==> src/rtl/scc_channel_mixer.sv <==
// rtl/scc_channel_mixer.sv - time-division 6-channel sequencer, volume scaler and mixer
//
// Walks a slot counter 0..5 through the per-channel register selector, scales
// each returned wave sample by its volume (zero when the key is off) and sums
// the six contributions of one round into a signed mix sample.
//
// Ports:
//   clk         system clock
//   reset       synchronous, active-high reset
//   enable      slot-advance strobe; one channel is processed per enabled cycle
//   active      channel index 0..5 presented to the selector
//   sel_wave    signed wave sample of channel `active`
//   sel_volume  unsigned volume of channel `active`
//   sel_key     key-on of channel `active`
//   mix_out     signed mixed sample, held between rounds
//   mix_valid   one-cycle pulse when mix_out updates
//   round_busy  high while a round is partially accumulated

module scc_channel_mixer #(
  parameter int wave_bits = 8,
  parameter int vol_bits  = 4,
  parameter int mix_bits  = 15
) (
  input  logic                        clk,
  input  logic                        reset,
  input  logic                        enable,
  output logic [2:0]                  active,
  input  logic signed [wave_bits-1:0] sel_wave,
  input  logic [vol_bits-1:0]         sel_volume,
  input  logic                        sel_key,
  output logic signed [mix_bits-1:0]  mix_out,
  output logic                        mix_valid,
  output logic                        round_busy
);

  // Product width: signed wave times volume widened by one zero bit.
  localparam int PW = wave_bits + vol_bits + 1;

  logic signed [PW-1:0]       wave_ext;
  logic signed [PW-1:0]       vol_ext;
  logic signed [PW-1:0]       mul;
  logic signed [PW-1:0]       prod;
  logic                       p_valid;
  logic                       p_first;
  logic                       p_last;
  logic signed [mix_bits-1:0] acc;
  logic signed [mix_bits-1:0] prod_ext;
  logic signed [mix_bits-1:0] acc_next;

  assign wave_ext = {{(PW - wave_bits){sel_wave[wave_bits-1]}}, sel_wave};
  assign vol_ext  = {{(PW - vol_bits){1'b0}}, sel_volume};
  assign mul      = wave_ext * vol_ext;

  assign prod_ext = {{(mix_bits - PW){prod[PW-1]}}, prod};
  // Slot 0 restarts the sum, so no separate clear of the accumulator is needed.
  assign acc_next = p_first ? prod_ext : acc + prod_ext;

  // Slot counter and stage 1: capture the scaled sample of the addressed channel.
  always_ff @(posedge clk) begin
    if (reset) begin
      active  <= 3'd0;
      prod    <= '0;
      p_valid <= 1'b0;
      p_first <= 1'b0;
      p_last  <= 1'b0;
    end else if (enable) begin
      active  <= (active == 3'd5) ? 3'd0 : active + 3'd1;
      prod    <= sel_key ? mul : '0;
      p_valid <= 1'b1;
      p_first <= (active == 3'd0);
      p_last  <= (active == 3'd5);
    end else begin
      p_valid <= 1'b0;
    end
  end

  // Stage 2: accumulate and publish the completed round.
  always_ff @(posedge clk) begin
    if (reset) begin
      acc       <= '0;
      mix_out   <= '0;
      mix_valid <= 1'b0;
    end else begin
      mix_valid <= 1'b0;
      if (p_valid) begin
        acc <= acc_next;
        if (p_last) begin
          mix_out   <= acc_next;
          mix_valid <= 1'b1;
        end
      end
    end
  end

  // A slot-0 capture can coincide with the previous round's final update in
  // back-to-back operation; the new round must then keep busy asserted.
  always_ff @(posedge clk) begin
    if (reset) begin
      round_busy <= 1'b0;
    end else begin
      if (p_valid && p_last) round_busy <= 1'b0;
      if (enable && active == 3'd0) round_busy <= 1'b1;
    end
  end

endmodule

==> config.mk <==
export PLATFORM = sky130hd
export DESIGN_NAME = scc_channel_mixer
export DESIGN_NICKNAME = d
export VERILOG_FILES = /design/src/rtl/scc_channel_mixer.sv
export SDC_FILE = /design/constraint.sdc
export NUM_CORES = 1
export LEC_CHECK = 0
export BUFFER_PORTS_ARGS = -buffer_cell sky130_fd_sc_hd__buf_2
export CORE_UTILIZATION = 30
export CTS_CLUSTER_DIAMETER = 40
export DETAILED_ROUTE_END_ITERATION = 7
export PLACE_DENSITY_LB_ADDON = 0.15
export SYNTH_ARGS = -nofsm -noshare
export SYNTH_HDL_FRONTEND = slang
export SYNTH_SLANG_ARGS = --single-unit
export TNS_END_PERCENT = 50
==> constraint.sdc <==
create_clock -name clk -period 3.1 [get_ports clk]
set_clock_uncertainty 0.05 [all_clocks]
set_input_delay 0.155 -clock clk [delete_from_list [all_inputs] [get_ports clk]]
set_output_delay 0.155 -clock clk [all_outputs]
set_load 0.05 [all_outputs]
Yosys cells after proc, flatten, opt, wreduce, memory -nomap -nowiden. Index checks and enable logic that the tools add are counted.

$add $sub $neg: 2. Reduce and logical (&&, ||, !) cells: 6. Muxes and demuxes: 7. Bitwise gates (word level): 1. Equal/unequal tests: 1. Multiply operators: 1.

Operator list (count): 15-bit by 13-bit adder with 15-bit output (1); 15-bit two-way mux (1); 8-bit by 5-bit multiplier with 13-bit output (1); 13-bit two-way mux (1); 1-bit two-way mux (4); 3-bit by 1-bit adder with 3-bit output, second input constant (1); 3-bit equality test, second input constant (1); 3-bit logical NOT (1); 3-bit two-way mux (1); 1-bit logical AND (2); 2-bit AND reduction (1); 2-bit nonzero test (1); 2-bit OR reduction (1); 1-bit NOT (1).

Word-level logic and storage cells: 27. Register bits: 51. Input port bits: 16. Output and inout bits: 20.

Logic depth before layout (Yosys ltp).
Word-level depth: 3. Gate-level depth with buffers: 14. Mapped depth without buffers: 14.

Least setup slack after synthesis. Ideal clock, no wire load.

Path type: input -> register. From: in sel_wave[2]. To: reg prod[12]. Cell stages on the path: 14. Arrival: 3.134 ns. Library setup time: 0.117 ns. Data required time: 2.933 ns. Path buffers: 0. Slack: -0.200 ns. Cells stage by stage: and2_1 > ha_1 > inv_1 > fa_1 > fa_1 > inv_1 > ha_1 > a211oi_1 > o21bai_1 > a21oi_1 > nand4b_1 > a21oi_1 > xnor2_1 > a22o_1.

Word-level cells in the longest chain between the ends: 2.

Ends and longest elaborated chain: start: declaration (RTL line 28) `input logic signed [wave_bits-1:0] sel_wave,`; 8-bit by 5-bit multiplier with 13-bit output (RTL line 52) `assign mul = wave_ext * vol_ext;`; 13-bit two-way mux (RTL line 68) `prod <= sel_key ? mul : '0;`; end signal: assignment (RTL line 68); end: declaration (RTL line 42) `logic signed [PW-1:0] prod;`.

No other way between the ends. A chain may end at the register's enable or synchronous reset.

Final worst setup path.
From: in sel_volume[2]. To: reg prod[12].

Word-level cells in the longest chain between the ends: 2.

Ends and longest elaborated chain: start: declaration (RTL line 29) `input logic [vol_bits-1:0] sel_volume,`; 8-bit by 5-bit multiplier with 13-bit output (RTL line 52); 13-bit two-way mux (RTL line 68).

No other way between the ends.

==> report_table.html <==
<table>
<tr><th>Metric</th><th>Value</th></tr>
<tr><th colspan="2">Synthesis</th></tr>
<tr><td>Number of enable flip-flop cells after synthesis</td><td>0</td></tr>
<tr><td>Top cell type's share of synthesized area</td><td>25.90%</td></tr>
<tr><td>Sequential share of the synthesized area</td><td>25.90%</td></tr>
<tr><td>Fraction of registers with async set or reset after synthesis</td><td>0%</td></tr>
<tr><td>Synthesized area per cell</td><td>8.442 um2</td></tr>
<tr><td>Cell with the most instances after synthesis</td><td>sky130_fd_sc_hd__dfxtp_1</td></tr>
<tr><td>Count of yosys warnings during synthesis</td><td>0</td></tr>
<tr><td>Number of instances in the synthesized netlist</td><td>467</td></tr>
<tr><td>Top post-synthesis cells by area</td><td>sky130_fd_sc_hd__dfxtp_1 (26%), sky130_fd_sc_hd__ha_1 (12%), sky130_fd_sc_hd__fa_1 (9.1%)</td></tr>
<tr><td>Count of cell types in the netlist</td><td>47</td></tr>
<tr><td>Flop and latch count out of synthesis</td><td>51</td></tr>
<tr><td>Synth top cells by count</td><td>sky130_fd_sc_hd__dfxtp_1 (51), sky130_fd_sc_hd__inv_1 (46), sky130_fd_sc_hd__a21oi_1 (45), sky130_fd_sc_hd__nor2_1 (42), sky130_fd_sc_hd__ha_1 (38)</td></tr>
<tr><td>Total nets after synthesis</td><td>539</td></tr>
<tr><td>Most used flip-flop cell after synthesis</td><td>sky130_fd_sc_hd__dfxtp_1</td></tr>
<tr><td>Cell type with the highest aggregate area in the netlist</td><td>sky130_fd_sc_hd__dfxtp_1</td></tr>
<tr><td>Cell area after technology mapping</td><td>3943 um2</td></tr>
<tr><th colspan="2">Detailed routing</th></tr>
<tr><td>Total via count in the routed design</td><td>3241</td></tr>
<tr><td>Post-DR wirelength/cell</td><td>12.31 um</td></tr>
<tr><td>Routed length on met2</td><td>3.844 mm</td></tr>
<tr><td>Met1 layer wirelength in the final routing</td><td>4.452 mm</td></tr>
<tr><td>Antenna-violating nets left</td><td>0</td></tr>
<tr><td>Count of routing violations after the opening detailed-route iteration</td><td>214</td></tr>
<tr><td>DR pass1 iterations</td><td>4</td></tr>
<tr><td>Highest metal layer with signal wires</td><td>met4</td></tr>
<tr><td>Routed WL</td><td>8.531 mm</td></tr>
<tr><td>Via density per instance</td><td>4.677</td></tr>
<tr><td>Post-route DRC violation count</td><td>0</td></tr>
<tr><td>Met3 wire length</td><td>168 um</td></tr>
<tr><th colspan="2">Placed design</th></tr>
<tr><td>DP Wirelength</td><td>6.652 mm</td></tr>
<tr><td>Pre-CTS setup slack</td><td>-0.2970 ns</td></tr>
<tr><td>Routability cong.</td><td>0.7875</td></tr>
<tr><td>Quantity of I/O buffers inserted on ports</td><td>35</td></tr>
<tr><th colspan="2">Power</th></tr>
<tr><td>Fraction of power consumed by the clock network</td><td>26.4%</td></tr>
<tr><td>Share of power burned in combinational logic</td><td>38.9%</td></tr>
<tr><td>Power density of the placed cells</td><td>440.7 nW/um2</td></tr>
<tr><td>Peak supply drop</td><td>260.0 uV</td></tr>
<tr><td>Final Power</td><td>2.099 mW</td></tr>
<tr><td>Proportion of power drawn by flip-flops and latches</td><td>34.7%</td></tr>
<tr><td>Power Internal</td><td>1.380 mW</td></tr>
<tr><td>Switching share of power</td><td>34.29%</td></tr>
<tr><td>Switching power total</td><td>0.7198 mW</td></tr>
<tr><td>LEAKAGE</td><td>2.067 nW</td></tr>
<tr><th colspan="2">Clocking</th></tr>
<tr><td>Setup Buffers After CTS</td><td>0</td></tr>
<tr><td>Count of hold buffers inserted by post-cts repair</td><td>0</td></tr>
<tr><td>Max H-tree Level</td><td>2</td></tr>
<tr><td>Buffer type at the clock tree root</td><td>sky130_fd_sc_hd__clkbuf_16</td></tr>
<tr><td>Clock buffers created by TritonCTS</td><td>5</td></tr>
<tr><td>Number of buffers on the longest clock path</td><td>2</td></tr>
<tr><td>Clock input transition at the sequential cells of the worst setup and hold paths</td><td>0.07 ns</td></tr>
<tr><td>Clock tree from TritonCTS</td><td>yes</td></tr>
<tr><td>Skew-Pair Late Insertion Delay</td><td>0.29 ns</td></tr>
<tr><td># resized after CTS</td><td>0</td></tr>
<tr><td>Number of sinks handled by clock tree synthesis</td><td>51</td></tr>
<tr><th colspan="2">GRT</th></tr>
<tr><td>Leftover overflow at the end of global routing</td><td>0</td></tr>
<tr><td>Via count of the first global-routing pass</td><td>3155</td></tr>
<tr><td>Pin count of the biggest net entering global routing</td><td>32</td></tr>
<tr><td>Initial antenna violation count</td><td>0</td></tr>
<tr><td>First-pass GRT wire length</td><td>14.87 mm</td></tr>
<tr><td>Global-route total usage across every layer</td><td>13.64%</td></tr>
<tr><th colspan="2">Timing</th></tr>
<tr><td>Final count of hold timing violations</td><td>0</td></tr>
<tr><td>Setup repair after global routing missed its margin</td><td>false</td></tr>
<tr><td>Total of endpoints with negative setup slack in the final report</td><td>0</td></tr>
<tr><td>Final count of pins violating max slew</td><td>0</td></tr>
<tr><td>Transition time at the pin with the least slew margin</td><td>0.9894 ns</td></tr>
<tr><td>Slew Limit Headroom</td><td>34.04%</td></tr>
<tr><td>Post-route minimum period</td><td>2.955 ns</td></tr>
<tr><td>Max Freq</td><td>338.4 MHz</td></tr>
<tr><td>Fin crit share</td><td>95.33%</td></tr>
<tr><td>Setup slack after layout</td><td>0.1447 ns</td></tr>
<tr><th colspan="2">Setup path</th></tr>
<tr><td>Critical path type</td><td>input pin to flip-flop</td></tr>
<tr><td>Crit path max-delay cell type</td><td>sky130_fd_sc_hd__fa_1</td></tr>
<tr><td>CP cell instances</td><td>buf_2 -&gt; and2_1 -&gt; ha_1 -&gt; ha_1 -&gt; inv_1 -&gt; fa_1 -&gt; inv_1 -&gt; fa_2 -&gt; a211oi_4 -&gt; o21bai_1 -&gt; a21oi_2 -&gt; nand4b_1 -&gt; a21oi_2 -&gt; xnor2_1 -&gt; a22o_1</td></tr>
<tr><td>Largest stage delay on the critical path</td><td>0.52 ns</td></tr>
<tr><td>Worst-path fanout max</td><td>8</td></tr>
<tr><td>Capturing element type of the critical path</td><td>flip-flop</td></tr>
<tr><td>Data arrival at the endpoint of the critical path</td><td>3.09 ns</td></tr>
<tr><td>WP data required</td><td>3.23 ns</td></tr>
<tr><td>CP Launch Type</td><td>input pin</td></tr>
<tr><th colspan="2">Status</th></tr>
<tr><td>Status</td><td>completed</td></tr>
<tr><th colspan="2">Finish</th></tr>
<tr><td>Area growth, synth to finish</td><td>20.82%</td></tr>
<tr><td>Total inserted antenna cells</td><td>0</td></tr>
<tr><td>Utilization after layout</td><td>37.44%</td></tr>
<tr><td>Fraction of final layout cells sized beyond drive strength 1</td><td>20.35%</td></tr>
<tr><td>Count of filler cells inserted in the layout</td><td>1360</td></tr>
<tr><td>Nets</td><td>592</td></tr>
<tr><th colspan="2">Floorplan</th></tr>
<tr><td>Width of the chip</td><td>116.6 um</td></tr>
<tr><td>Die Area</td><td>13600 um2</td></tr>
<tr><td>Std-Cell Core Area</td><td>12720 um2</td></tr>
<tr><td>Number of placed I/O pins</td><td>36</td></tr>
<tr><td>Die span in y</td><td>116.6 um</td></tr>
<tr><td>Number of cell rows</td><td>41</td></tr>
<tr><td>Effective utilization at floorplan</td><td>30.99%</td></tr>
<tr><th colspan="2">Job</th></tr>
<tr><td>Reported max-cap violation count</td><td>0</td></tr>
<tr><th colspan="2">Min path</th></tr>
<tr><td>Worst min-delay path class</td><td>input pin to flip-flop</td></tr>
</table>
[area by class of cell]
class / count / area (um2) / share of cell area [%]
Multi-Input combinational cell: 348 / 2781 / 58.39
Sequential cell: 51 / 1021 / 21.43
Timing Repair Buffer: 68 / 425.4 / 8.931
Tap cell: 172 / 215.2 / 4.518
Inverter: 46 / 172.7 / 3.625
Clock buffer: 5 / 125.1 / 2.627
Clock inverter: 3 / 22.52 / 0.4728
[layout by cell type, fill, tap and decap left out, types with 3 or more instances in the layout]
cell type and n:
sky130_fd_sc_hd__o21ai_0 7, sky130_fd_sc_hd__ha_4 4, sky130_fd_sc_hd__inv_2 3, sky130_fd_sc_hd__clkbuf_16 5, sky130_fd_sc_hd__a21o_1 4, sky130_fd_sc_hd__nand4_1 3
sky130_fd_sc_hd__buf_4 33, sky130_fd_sc_hd__a22o_1 5, sky130_fd_sc_hd__nor2b_1 6, sky130_fd_sc_hd__nand4b_1 3, sky130_fd_sc_hd__o21bai_1 5, sky130_fd_sc_hd__inv_1 43
sky130_fd_sc_hd__nand2_1 24, sky130_fd_sc_hd__dfxtp_1 51, sky130_fd_sc_hd__mux2i_1 10, sky130_fd_sc_hd__nand3_1 11, sky130_fd_sc_hd__a21oi_2 6, sky130_fd_sc_hd__a311oi_1 4
sky130_fd_sc_hd__nor2_1 42, sky130_fd_sc_hd__and2_1 24, sky130_fd_sc_hd__a211o_1 3, sky130_fd_sc_hd__and2_4 3, sky130_fd_sc_hd__fa_1 17, sky130_fd_sc_hd__buf_2 34
sky130_fd_sc_hd__o21ai_1 7, sky130_fd_sc_hd__nor4_1 3, sky130_fd_sc_hd__a211oi_1 22, sky130_fd_sc_hd__a21oi_1 39, sky130_fd_sc_hd__xnor2_1 14, sky130_fd_sc_hd__nand2b_1 14
sky130_fd_sc_hd__nor3_1 5, sky130_fd_sc_hd__xor2_1 4, sky130_fd_sc_hd__ha_1 34
[state kept, by name (all words and copies together) (netlist names)]
register,count
acc,15
active,3
mix_out,15
mix_valid,1
p_first,1
p_last,1
p_valid,1
prod,13
round_busy,1
[worst paths after layout]
check | cells after the start | startpoint | slack [ns] | endpoint
worst min register to register | 2 | round_busy | 0.41 | round_busy
worst max-delay path | 15 | sel_volume[2] | 0.14 | prod[12]
worst min-delay path | 3 | sel_key | 0.18 | prod[1]
worst max register to register | 10 | prod[0] | 0.44 | mix_out[14]
[power groups by stage]
stage          clock network (mW)  registers [mW]  logic, mW
3_5_place_dp                    0           0.743      0.777
2_1_floorplan                   0           0.743      0.558
6_report                    0.555           0.728      0.816
5_1_grt                     0.610           0.735      0.921
4_1_cts                     0.570           0.728      0.784
3_3_place_gp                    0           0.742      0.771
[stage by stage]
step           TNS (ns)  instance area [um2]  hold WS (ns)  instances
2_1_floorplan         0                 3981        0.1841        467
3_3_place_gp    -0.9871                 4534        0.3981        685
3_5_place_dp     -1.239                 4534        0.4020        685
4_1_cts               0                 4682        0.1750        693
5_1_grt               0                 4763        0.1831        693
6_report              0                 4763        0.1793        693
[worst max-delay path, delay by kind of cell]
family                   cells  cell delay (ns)
adder cells (fa/ha/maj)      4             1.46
AO/OA/AOI/OAI                5             0.78
AND/OR/NAND/NOR              2             0.30
buffers and inverters        3             0.25
XOR/XNOR                     1             0.13
[cell families (layout without fill, tap and decap cells)]
| logic type | after synthesis | in the layout | synth area share [%] |
|---|---|---|---|
| simple gates | 144 | 144 | 18.60 |
| compound gates | 120 | 120 | 21.23 |
| buf+inv | 68 | 122 | 6.538 |
| fa+ha+maj | 56 | 56 | 21.20 |
| flops | 51 | 51 | 25.90 |
| xor+xnor | 18 | 18 | 3.999 |
| mux | 10 | 10 | 2.539 |
[layer usage]
layer	up-vias	GRT usage [%]
met3	4	1.505
met4	0	3.291
met1	1479	18.41
li1	1723	-
met5	-	0
met2	35	23.23
(Power assumes the default switching activity.)
